File: src/rtl/div_restoring_seq.sv
// Multi-cycle restoring divider: one shared WIDTH+1-bit subtractor, one quotient bit per cycle.
// Optional signed support (abs at start, sign fixup at the end) is enabled by defining DIV_SIGNED_EN.

module substract #(
    parameter int WIDTH = 33
) (
    input  logic [WIDTH-1:0] A_i,
    input  logic [WIDTH-1:0] B_i,
    input  logic             Bin_i,
    output logic [WIDTH-1:0] S_o,
    output logic             Bout_o
);

    logic [WIDTH:0] diff;

    assign diff   = {1'b0, A_i} - {1'b0, B_i} - {{WIDTH{1'b0}}, Bin_i};
    assign S_o    = diff[WIDTH-1:0];
    assign Bout_o = diff[WIDTH];

endmodule

module div_restoring_seq #(
    parameter int WIDTH = 32
) (
    input  logic             clk_i,
    input  logic             rst_i,
    input  logic             start_i,
    input  logic             signed_i,
    input  logic [WIDTH-1:0] dividend_i,
    input  logic [WIDTH-1:0] divisor_i,
    output logic             busy_o,
    output logic             done_o,
    output logic [WIDTH-1:0] quotient_o,
    output logic [WIDTH-1:0] remainder_o
);

    localparam int CW = (WIDTH > 1) ? $clog2(WIDTH) : 1;
    localparam logic [CW-1:0] LAST_ITER = CW'(WIDTH - 1);

    typedef enum logic [1:0] {
        S_IDLE,
        S_RUN,
        S_DONE
    } state_e;

    state_e state_q, state_d;

    logic [WIDTH-1:0] rem_q, rem_d;
    logic [WIDTH-1:0] quo_q, quo_d;
    logic [WIDTH-1:0] dvs_q, dvs_d;
    logic [CW-1:0]    count_q, count_d;
    logic [WIDTH-1:0] quotient_q, quotient_d;
    logic [WIDTH-1:0] remainder_q, remainder_d;

    logic [WIDTH:0]   shifted;
    logic [WIDTH:0]   sub_s;
    logic             sub_bout;
    logic [WIDTH-1:0] iter_rem;
    logic [WIDTH-1:0] iter_quo;
    logic             div_zero;
    logic             last_iter;
    logic [WIDTH-1:0] dvd_mag;
    logic [WIDTH-1:0] dvs_mag;
    logic [WIDTH-1:0] quo_final;
    logic [WIDTH-1:0] rem_final;

`ifdef DIV_SIGNED_EN
    logic neg_quo_q, neg_quo_d;
    logic neg_rem_q, neg_rem_d;
    logic dvd_neg;
    logic dvs_neg;
    logic unused_bits;

    assign unused_bits = ^{sub_s[WIDTH], shifted[WIDTH]};
`else
    logic unused_bits;

    assign unused_bits = ^{sub_s[WIDTH], shifted[WIDTH], signed_i};
`endif

    substract #(WIDTH + 1) u_sub (
        .A_i    (shifted),
        .B_i    ({1'b0, dvs_q}),
        .Bin_i  (1'b0),
        .S_o    (sub_s),
        .Bout_o (sub_bout)
    );

    assign shifted   = {rem_q, quo_q[WIDTH-1]};
    assign iter_rem  = sub_bout ? shifted[WIDTH-1:0] : sub_s[WIDTH-1:0];
    assign iter_quo  = {quo_q[WIDTH-2:0], ~sub_bout};
    assign div_zero  = (divisor_i == '0);
    assign last_iter = (count_q == LAST_ITER);

    // Operand magnitudes and final sign fixup exist only in the signed build.
`ifdef DIV_SIGNED_EN
    assign dvd_neg   = signed_i & dividend_i[WIDTH-1];
    assign dvs_neg   = signed_i & divisor_i[WIDTH-1];
    assign dvd_mag   = dvd_neg ? (~dividend_i + WIDTH'(1)) : dividend_i;
    assign dvs_mag   = dvs_neg ? (~divisor_i + WIDTH'(1)) : divisor_i;
    assign quo_final = neg_quo_q ? (~iter_quo + WIDTH'(1)) : iter_quo;
    assign rem_final = neg_rem_q ? (~iter_rem + WIDTH'(1)) : iter_rem;
`else
    assign dvd_mag   = dividend_i;
    assign dvs_mag   = divisor_i;
    assign quo_final = iter_quo;
    assign rem_final = iter_rem;
`endif

    // NOTE: sequential state uses non-blocking assignments so every flop samples pre-edge values.
    always_ff @(posedge clk_i) begin
        if (rst_i) begin
            state_q <= S_IDLE;
        end else begin
            state_q <= state_d;
        end
    end

    // NOTE: every always_comb output gets a default first, so no path can infer a latch.
    always_comb begin
        state_d = state_q;
        case (state_q)
            S_IDLE: begin
                if (start_i) begin
                    state_d = div_zero ? S_DONE : S_RUN;
                end
            end
            S_RUN: begin
                if (last_iter) begin
                    state_d = S_DONE;
                end
            end
            S_DONE:  state_d = S_IDLE;
            default: state_d = S_IDLE;
        endcase
    end

    always_comb begin
        busy_o      = (state_q != S_IDLE);
        done_o      = (state_q == S_DONE);
        quotient_o  = quotient_q;
        remainder_o = remainder_q;
    end

    always_comb begin
        rem_d       = rem_q;
        quo_d       = quo_q;
        dvs_d       = dvs_q;
        count_d     = count_q;
        quotient_d  = quotient_q;
        remainder_d = remainder_q;
`ifdef DIV_SIGNED_EN
        neg_quo_d   = neg_quo_q;
        neg_rem_d   = neg_rem_q;
`endif
        case (state_q)
            S_IDLE: begin
                if (start_i) begin
                    if (div_zero) begin
                        // Divide-by-zero returns the raw dividend, never sign-fixed.
                        quotient_d  = '1;
                        remainder_d = dividend_i;
                    end else begin
                        rem_d   = '0;
                        quo_d   = dvd_mag;
                        dvs_d   = dvs_mag;
                        count_d = '0;
`ifdef DIV_SIGNED_EN
                        neg_quo_d = dvd_neg ^ dvs_neg;
                        neg_rem_d = dvd_neg;
`endif
                    end
                end
            end
            S_RUN: begin
                rem_d   = iter_rem;
                quo_d   = iter_quo;
                count_d = count_q + CW'(1);
                if (last_iter) begin
                    quotient_d  = quo_final;
                    remainder_d = rem_final;
                end
            end
            default: ;
        endcase
    end

    always_ff @(posedge clk_i) begin
        if (rst_i) begin
            rem_q       <= '0;
            quo_q       <= '0;
            dvs_q       <= '0;
            count_q     <= '0;
            quotient_q  <= '0;
            remainder_q <= '0;
`ifdef DIV_SIGNED_EN
            neg_quo_q   <= 1'b0;
            neg_rem_q   <= 1'b0;
`endif
        end else begin
            rem_q       <= rem_d;
            quo_q       <= quo_d;
            dvs_q       <= dvs_d;
            count_q     <= count_d;
            quotient_q  <= quotient_d;
            remainder_q <= remainder_d;
`ifdef DIV_SIGNED_EN
            neg_quo_q   <= neg_quo_d;
            neg_rem_q   <= neg_rem_d;
`endif
        end
    end

endmodule

File: config.mk
export PLATFORM = sky130hd
export DESIGN_NAME = div_restoring_seq
export DESIGN_NICKNAME = d
export VERILOG_FILES = /design/src/rtl/div_restoring_seq.sv
export SDC_FILE = /design/constraint.sdc
export NUM_CORES = 1
export LEC_CHECK = 0
export ABC_AREA = 1
export CAP_MARGIN = 40
export CORE_UTILIZATION = 35
export CTS_BUF_LIST = sky130_fd_sc_hd__clkbuf_8
export DETAILED_ROUTE_END_ITERATION = 7
export SLEW_MARGIN = 0
export SYNTH_ARGS = -nofsm -noshare
export SYNTH_HDL_FRONTEND = slang
export SYNTH_SLANG_ARGS = --single-unit
File: constraint.sdc
create_clock -name clk_i -period 2.48 [get_ports clk_i]
set_input_delay 0.744 -clock clk_i [delete_from_list [all_inputs] [get_ports clk_i]]
set_output_delay 0.744 -clock clk_i [all_outputs]
set_load 0.005 [all_outputs]
==> flow_summary_export.csv, run 1 <==
group,metric,value,unit
layout,syn_to_final_growth,26.00,%
detailed_routing,remaining_drc_errors,0,
sta,setup_viol,0,
placed_design,port_buffers,132,
floorplanning,start_util,35.51,%
critical_path,path_max_fanout,10,
sta,max-slew-margin-rel,48.11,%
clock_network,cts_root_buffer,"clkbuf_8",
sta,period_share,96.26,%
critical_path,crit_slowest_cell,"clkdlybuf4s50_1",
floorplanning,die_area,0.02879,mm²
sta,min_period,2.387,ns
sta,final-hold-violation-count,0,
power,powerDensity,550.1,mW/mm²
critical_path,crit_path_end,"quo_q[13]",
detailed_routing,drt-wirelength-per-cell,14.04,µm
critical_path,r2r-end,"quotient_o[0]",
layout,nets,1862,
critical_path,slowest_delay,0.50,ns
logic_synthesis,synthArstFlopShare,0,%
critical_path,critPathKind,"in -> reg",
detailed_routing,wl,30.19,mm
floorplanning,die_h,169.7,µm
clock_network,clockBufferDepth,2,
clock_network,clk_pin_slew_worst_paths,0.10,ns
critical_path,start_kind,"input port",
critical_path,cpLargestDelayFamily,"simple AND/OR/NAND/NOR gates",
job,cap_violations,0,
layout,design_area,0.01240,mm²
power,seqPwrFrac,44.2,%
layout,drive_gt1_share,7.111,%
critical_path,worst-path-buf-inv,4,
clock_network,clkLatencyLatePin,0.47,ns
logic_synthesis,syn_area,0.009839,mm²
clock_network,ctsHtreeMaxLevel,4,
clock_network,tritoncts,"built",
layout,utilization,44.75,%
critical_path,crit_required,2.85,ns
logic_synthesis,synthCells,1619,
sta,fin_worst_skew,0.02200,ns
logic_synthesis,synth_nets,1722,
clock_network,clock_sinks,167,
grt,grt_overflow,0,
placed_design,place_congestion,0.9277,
critical_path,critPathLaunch,"divisor_i[31]",
power,switching_share,35.47,%
power,p_int,4401,µW
logic_synthesis,synth_cell_types,32,
detailed_routing,vias,10208,
power,power.leakage,0.006364,µW
logic_synthesis,yosysWarnings,0,
logic_synthesis,synth_largest_area_cell,"dfxtp_1",
logic_synthesis,synth_edf_count,0,
power,pwr-share-clk,28.7,%
logic_synthesis,ys_ff_latch,167,
layout,fillers,2919,
logic_synthesis,synth_ff_type,"dfxtp_1",
placed_design,dp_cells,2112,
critical_path,crit_cells,12,
placed_design,dp_hpwl,22.60,mm
critical_path,r2r_start,"rem_q[25]",
critical_path,rr_worst_depth,10,
logic_synthesis,synth_top_area_share,33.98,%
worst_hold_path,hold_class,"reg -> reg",
clock_network,cts_hold_buf,0,
floorplanning,die_w,169.7,µm
sta,rsz0062_at_grt,"true",
floorplanning,ios,134,
detailed_routing,drt_first_pass_iters,7,
grt,grt_use_total,21.13,%
grt,grt_first_pass_wirelength,47.95,mm
critical_path,crit_path_end_kind,"flop",
logic_synthesis,synthTopCellsByArea,"dfxtp_1 34%, nand2_1 17%, inv_1 9.7%",
grt,grt_max_degree,97,
layout,stdcell_count,2150,
logic_synthesis,syn_avg_cell_area,6.077,µm²
logic_synthesis,synth_sequential_area_ratio,33.98,%
sta,worstMarginPinSlew,0.7784,ns
critical_path,r2r_setup_slack,0.15,ns
layout,multi_input_area,0.005286,mm²
power,vdd_ir_drop_max,315.2,µV
clock_network,cts_buffers,17,
sta,max_freq,418.9,MHz
critical_path,arrival,2.76,ns
placed_design,placed_cell_area,0.01186,mm²
run_status,status,"finished, final reports clean",
grt,antenna_found_initial,0,
sta,drv_slew,0,
floorplanning,core-area,0.02771,mm²
floorplanning,num_rows,61,
detailed_routing,antenna_left,0,
power,p_sw,2419,µW
layout,regArea,0.003344,mm²
power,combPwrFrac,27.1,%
detailed_routing,drt-vias-per-instance,4.748,
critical_path,path_cells,"clkdlybuf4s50_1 -> nor2_1 -> nand4_1 -> nand3b_1 -> nor2_4 -> buf_4 -> inv_1 -> nand2_2 -> nand2_4 -> buf_4 -> o21ai_0 -> nor2_1",
logic_synthesis,ys_top_cells_by_count,"451 x nand2_1, 255 x inv_1, 218 x nor2_1",
grt,first_global_vias,9290,
logic_synthesis,synth_most_common_cell,"nand2_1",
detailed_routing,first_iter_violations,592,
layout,diodes,0,
==> logic make-up (layout without fill, tap and decap cells) <==
family	count (synthesis)	after routing	synth area share, %
xor+xnor	14	14	1.246
flops	167	167	33.98
fa+ha+maj	35	35	4.527
buf+inv	333	486	13.24
compound gates	200	200	10.36
simple gates	870	870	36.65
==> worst register-to-register path, stage by stage (launching register included) <==
cell	delay (ns)
dfxtp_1	0.36
ha_1	0.38
a21oi_1	0.23
nor2_1	0.09
o21ai_0	0.18
nand2_1	0.10
nor2_2	0.24
buf_6	0.26
nand3_1	0.12
o21ai_0	0.21
inv_1	0.06
==> sequential cells by signal, summed over array words and instances (netlist names) <==
signal and cells:
rem_q 32, quo_q 32, quotient_o 32, dvs_q 32, state_q 2, remainder_o 32, count_q 5
==> metal layers <==
metal	vias up	track usage (%)	share of wire (%)	wire length, µm
li1	5326	-	-	-
met1	4564	30.67	49	14920
met2	277	31.82	43	13000
met3	41	2.845	5.1	1549
met4	0	7.129	2.4	733
met5	-	0	0	0
==> area by class of cell <==
cell class / instances / share of cell area [%]
repair buffers: 194 / 15.57
multi-input cells: 1119 / 42.64
well taps: 378 / 3.815
clock inverters: 15 / 1.221
clock buffers: 17 / 1.887
flip-flops and latches: 167 / 26.98
inverters: 260 / 7.892
==> cells in the final DEF (no fill, tap or decap), types with 3 or more instances in the layout <==
master,Yosys,routed
inv_6,0,3
nor3_1,9,8
inv_8,0,5
buf_12,0,10
nor2_2,1,5
clkbuf_8,0,17
o21ai_0,94,90
buf_4,11,47
nand4_1,42,42
xor2_1,12,12
clkdlybuf4s50_1,0,129
o21bai_1,3,3
nand2_2,1,3
clkinvlp_4,0,3
inv_1,255,255
buf_6,0,5
inv_2,4,4
dfxtp_1,167,166
or2_2,3,3
nand3_1,133,131
nand3_2,1,3
o21ai_1,10,13
nor2_4,2,3
nor2_1,218,213
a21oi_1,92,91
nand2_1,451,448
ha_1,34,34
==> through the flow <==
step                power, µW  setup TNS (ns)  worst slack [ns]  hold slack, ns
floorplan                4114               0            0.3464          0.4275
global placement         4870          -94.80           -0.7034          0.4501
detailed placement       4872          -97.64           -0.7232          0.4556
CTS                      6843               0          0.003975          0.4722
global route             7227        -0.01476          -0.01476          0.4857
finish                   6820               0           0.09265          0.4644
==> timing repair <==
action	in CTS	in global routing
pin swaps	1	5
endpoints found under the setup margin	146	128
gates resized for setup	6	25
buffers inserted	0	6
==> worst min-delay path by stage <==
stage | start | endpoint | slack [ns] | cells after the start
2_1_floorplan | dvs_q[0] | dvs_q[0] | 0.43 | 2
3_3_place_gp | dvs_q[26] | dvs_q[26] | 0.45 | 2
3_5_place_dp | dvs_q[4] | dvs_q[4] | 0.46 | 2
4_1_cts | dvs_q[17] | dvs_q[17] | 0.47 | 2
5_1_grt | dvs_q[4] | dvs_q[4] | 0.49 | 2
6_report | dvs_q[17] | dvs_q[17] | 0.46 | 2
==> power groups by stage <==
stage | combinational (µW) | sequential, µW | clock, µW
5_1_grt | 2070 | 3040 | 2120
3_3_place_gp | 1800 | 3070 | 0
2_1_floorplan | 1070 | 3050 | 0
3_5_place_dp | 1800 | 3070 | 0
4_1_cts | 1820 | 3010 | 2010
6_report | 1850 | 3010 | 1960
No activity file was read; power rests on OpenSTA's default activity.
==> run 2: changes to the inputs <==
--- a/config.mk
+++ b/config.mk
@@ -7,6 +7,7 @@
 export LEC_CHECK = 0
 export ABC_AREA = 1
 export CAP_MARGIN = 40
+export CORE_ASPECT_RATIO = 0.7
 export CORE_UTILIZATION = 35
 export CTS_BUF_LIST = sky130_fd_sc_hd__clkbuf_8
 export DETAILED_ROUTE_END_ITERATION = 7
==> run 2 against run 1 <==
Net effect:
- total power up 11%
- wire length grew 15%
- combinational power up 18%
- sequential power barely moved
- maximum frequency fell by 1.3%
- final cell count rose by 2.2%
- via count grew 5.5%
- clock skew shrank 0.0089 ns
==> flow_summary_export.csv, run 2 (same netlist as run 1, synthesis figures left out) <==
group,metric,value,unit
layout,layout_commonest_cell,"nand2_1",
grt,first_global_vias,9641,
layout,stdcell_count,2198,
clock_network,clock_sinks,167,
floorplanning,die_w,202.4,µm
critical_path,r2r_setup_slack,0.08,ns
layout,design_area,0.01339,mm²
worst_hold_path,hold_path.startpoint,"quotient_o[26]",
clock_network,clockBufferDepth,2,
floorplanning,die_area,0.02880,mm²
detailed_routing,drt-wirelength-per-cell,15.78,µm
grt,grt_first_pass_wirelength,50.48,mm
clock_network,tritoncts,"built",
grt,antenna_found_initial,0,
critical_path,cp_common_cell,"buf_4",
grt,grt_max_degree,76,
sta,max-slew-margin-rel,45.30,%
detailed_routing,vias,10768,
grt,grt-busiest-layer,"met2",
floorplanning,num_rows,50,
critical_path,crit_slowest_cell,"clkdlybuf4s50_1",
critical_path,path_cells,"clkdlybuf4s50_1 -> nor4_4 -> nand3b_1 -> buf_4 -> nor2_1 -> buf_4 -> inv_1 -> buf_4 -> nand3_4 -> clkbuf_16 -> o21ai_0 -> a21oi_1",
grt,grt_overflow,0,
critical_path,crit_cells,12,
critical_path,critPathKind,"in -> reg",
placed_design,dp_hpwl,23.81,mm
layout,drive_gt1_share,11.40,%
grt,grt_use_met2,34.46,%
critical_path,rr_worst_depth,17,
critical_path,worst-path-buf-inv,6,
critical_path,crit_path_end_kind,"flop",
critical_path,slowest_delay,0.46,ns
layout,syn_to_final_growth,36.09,%
layout,fillers,2798,
critical_path,crit_required,2.91,ns
clock_network,cts_buffers,17,
sta,drv_slew,0,
job,cap_violations,0,
grt,grt_use_met1,32.23,%
detailed_routing,first_iter_violations,884,
grt,grt_use_total,22.31,%
run_status,status,"finished, final reports clean",
layout,final_cell_mix,"443 x nand2_1, 256 x inv_1, 209 x nor2_1, 166 x dfxtp_1, 130 x nand3_1",
worst_hold_path,hold_end,"quotient_o[26]",
critical_path,start_kind,"input port",
detailed_routing,antenna_left,0,
worst_hold_path,hold_depth,2,
sta,period_share,97.56,%
power,power.leakage,0.007047,µW
placed_design,dp_cells,2147,
clock_network,clkLatencyLatePin,0.50,ns
floorplanning,start_util,36.24,%
sta,setup_viol,0,
clock_network,cts_hold_buf,0,
critical_path,r2r_start,"dvs_q[9]",
sta,worstMarginPinSlew,0.8204,ns
sta,fin_worst_skew,0.01308,ns
clock_network,clk_pin_slew_worst_paths,0.08,ns
floorplanning,ios,134,
sta,finalSetupTns,0,ns
layout,diodes,0,
layout,utilization,49.32,%
detailed_routing,drt-vias-per-instance,4.899,
power,vdd_ir_drop_max,377.8,µV
detailed_routing,wl,34.69,mm
critical_path,path_max_fanout,8,
layout,nets,1925,
power,powerDensity,565.0,mW/mm²
sta,min_period,2.419,ns
sta,max_freq,413.3,MHz
sta,final-hold-violation-count,0,
clock_network,cts_root_buffer,"clkbuf_8",
floorplanning,core-area,0.02715,mm²
detailed_routing,drt_first_pass_iters,7,
power,p_total,7566,µW
detailed_routing,remaining_drc_errors,0,
critical_path,cpLargestDelayFamily,"buffers and inverters",
floorplanning,die_h,142.3,µm
grt,use_met3,3.640,%
placed_design,place_congestion,0.9109,
worst_hold_path,hold_class,"reg -> reg",
clock_network,ctsHtreeMaxLevel,4,
critical_path,r2r-end,"remainder_o[22]",
placed_design,port_buffers,132,
placed_design,placed_cell_area,0.01222,mm²
critical_path,arrival,2.85,ns
[run 2: what timing repair did]
action	4_1_cts	5_1_grt
cloned	0	17
pin swaps	1	15
resized for setup	3	88
endpoints found under the hold margin	0	0
setup buffers	1	2
endpoints found under the setup margin	136	161
[run 2: worst max-delay path by stage]
stage,start,to,slack [ns]
6_report,divisor_i[7],dvs_q[12],0.06
5_1_grt,divisor_i[19],remainder_o[31],-0.01
4_1_cts,divisor_i[11],quo_q[16],-0.009
3_5_place_dp,divisor_i[7],quo_q[16],-0.66
3_3_place_gp,divisor_i[8],quo_q[27],-0.66
2_1_floorplan,divisor_i[29],quo_q[7],0.35
[run 2: area by class of cell]
type / count / area (µm²) / area share [%]
Multi-Input combinational cell: 1119 / 5370 / 40.10
Tap cell: 364 / 455.4 / 3.401
Sequential cell: 167 / 3344 / 24.98
Timing Repair Buffer: 257 / 2773 / 20.71
Inverter: 260 / 978.4 / 7.307
Clock inverter: 11 / 193.9 / 1.448
Clock buffer: 20 / 275.3 / 2.056
[run 2: worst register-to-register path, cell delays in order, from the launching register on]
cell and delay [ns]:
dfxtp_1 0.32, inv_1 0.07, ha_1 0.31, buf_4 0.16, nand2_1 0.11, inv_1 0.05, nand2_1 0.06, nand2_1 0.08
inv_1 0.09, nor2_1 0.05, o21ai_0 0.43, nand3_1 0.16, nand2_1 0.09, nand2_1 0.08, nand2_1 0.09, nand3_1 0.06
nand2_1 0.06, inv_1 0.03
[run 2: where the power goes]
| part | leakage (µW) | internal (µW) | switching, µW | total, µW |
|---|---|---|---|---|
| sequential | 0.00137 | 2890 | 123 | 3010 |
| clock | 0.000229 | 1280 | 1100 | 2370 |
| combinational | 0.00545 | 947 | 1230 | 2180 |
| total | 0.00705 | 5110 | 2450 | 7570 |
[run 2: routing by layer]
metal  wire length (µm)  up-vias  part of all wire [%]
met4                392        0                   1.1
met2              14660      328                    42
li1                   -     5460                     -
met3               2160       35                   6.2
met1              17480     4945                    50
met5                  0        -                     0
[run 2: metrics by stage]
stage          hold slack, ns  worst slack (ns)
2_1_floorplan          0.4275            0.3464
3_3_place_gp           0.4505           -0.6615
3_5_place_dp           0.4554           -0.6638
4_1_cts                0.4686         -0.008694
5_1_grt                0.4842          -0.01474
6_report               0.4660           0.06059
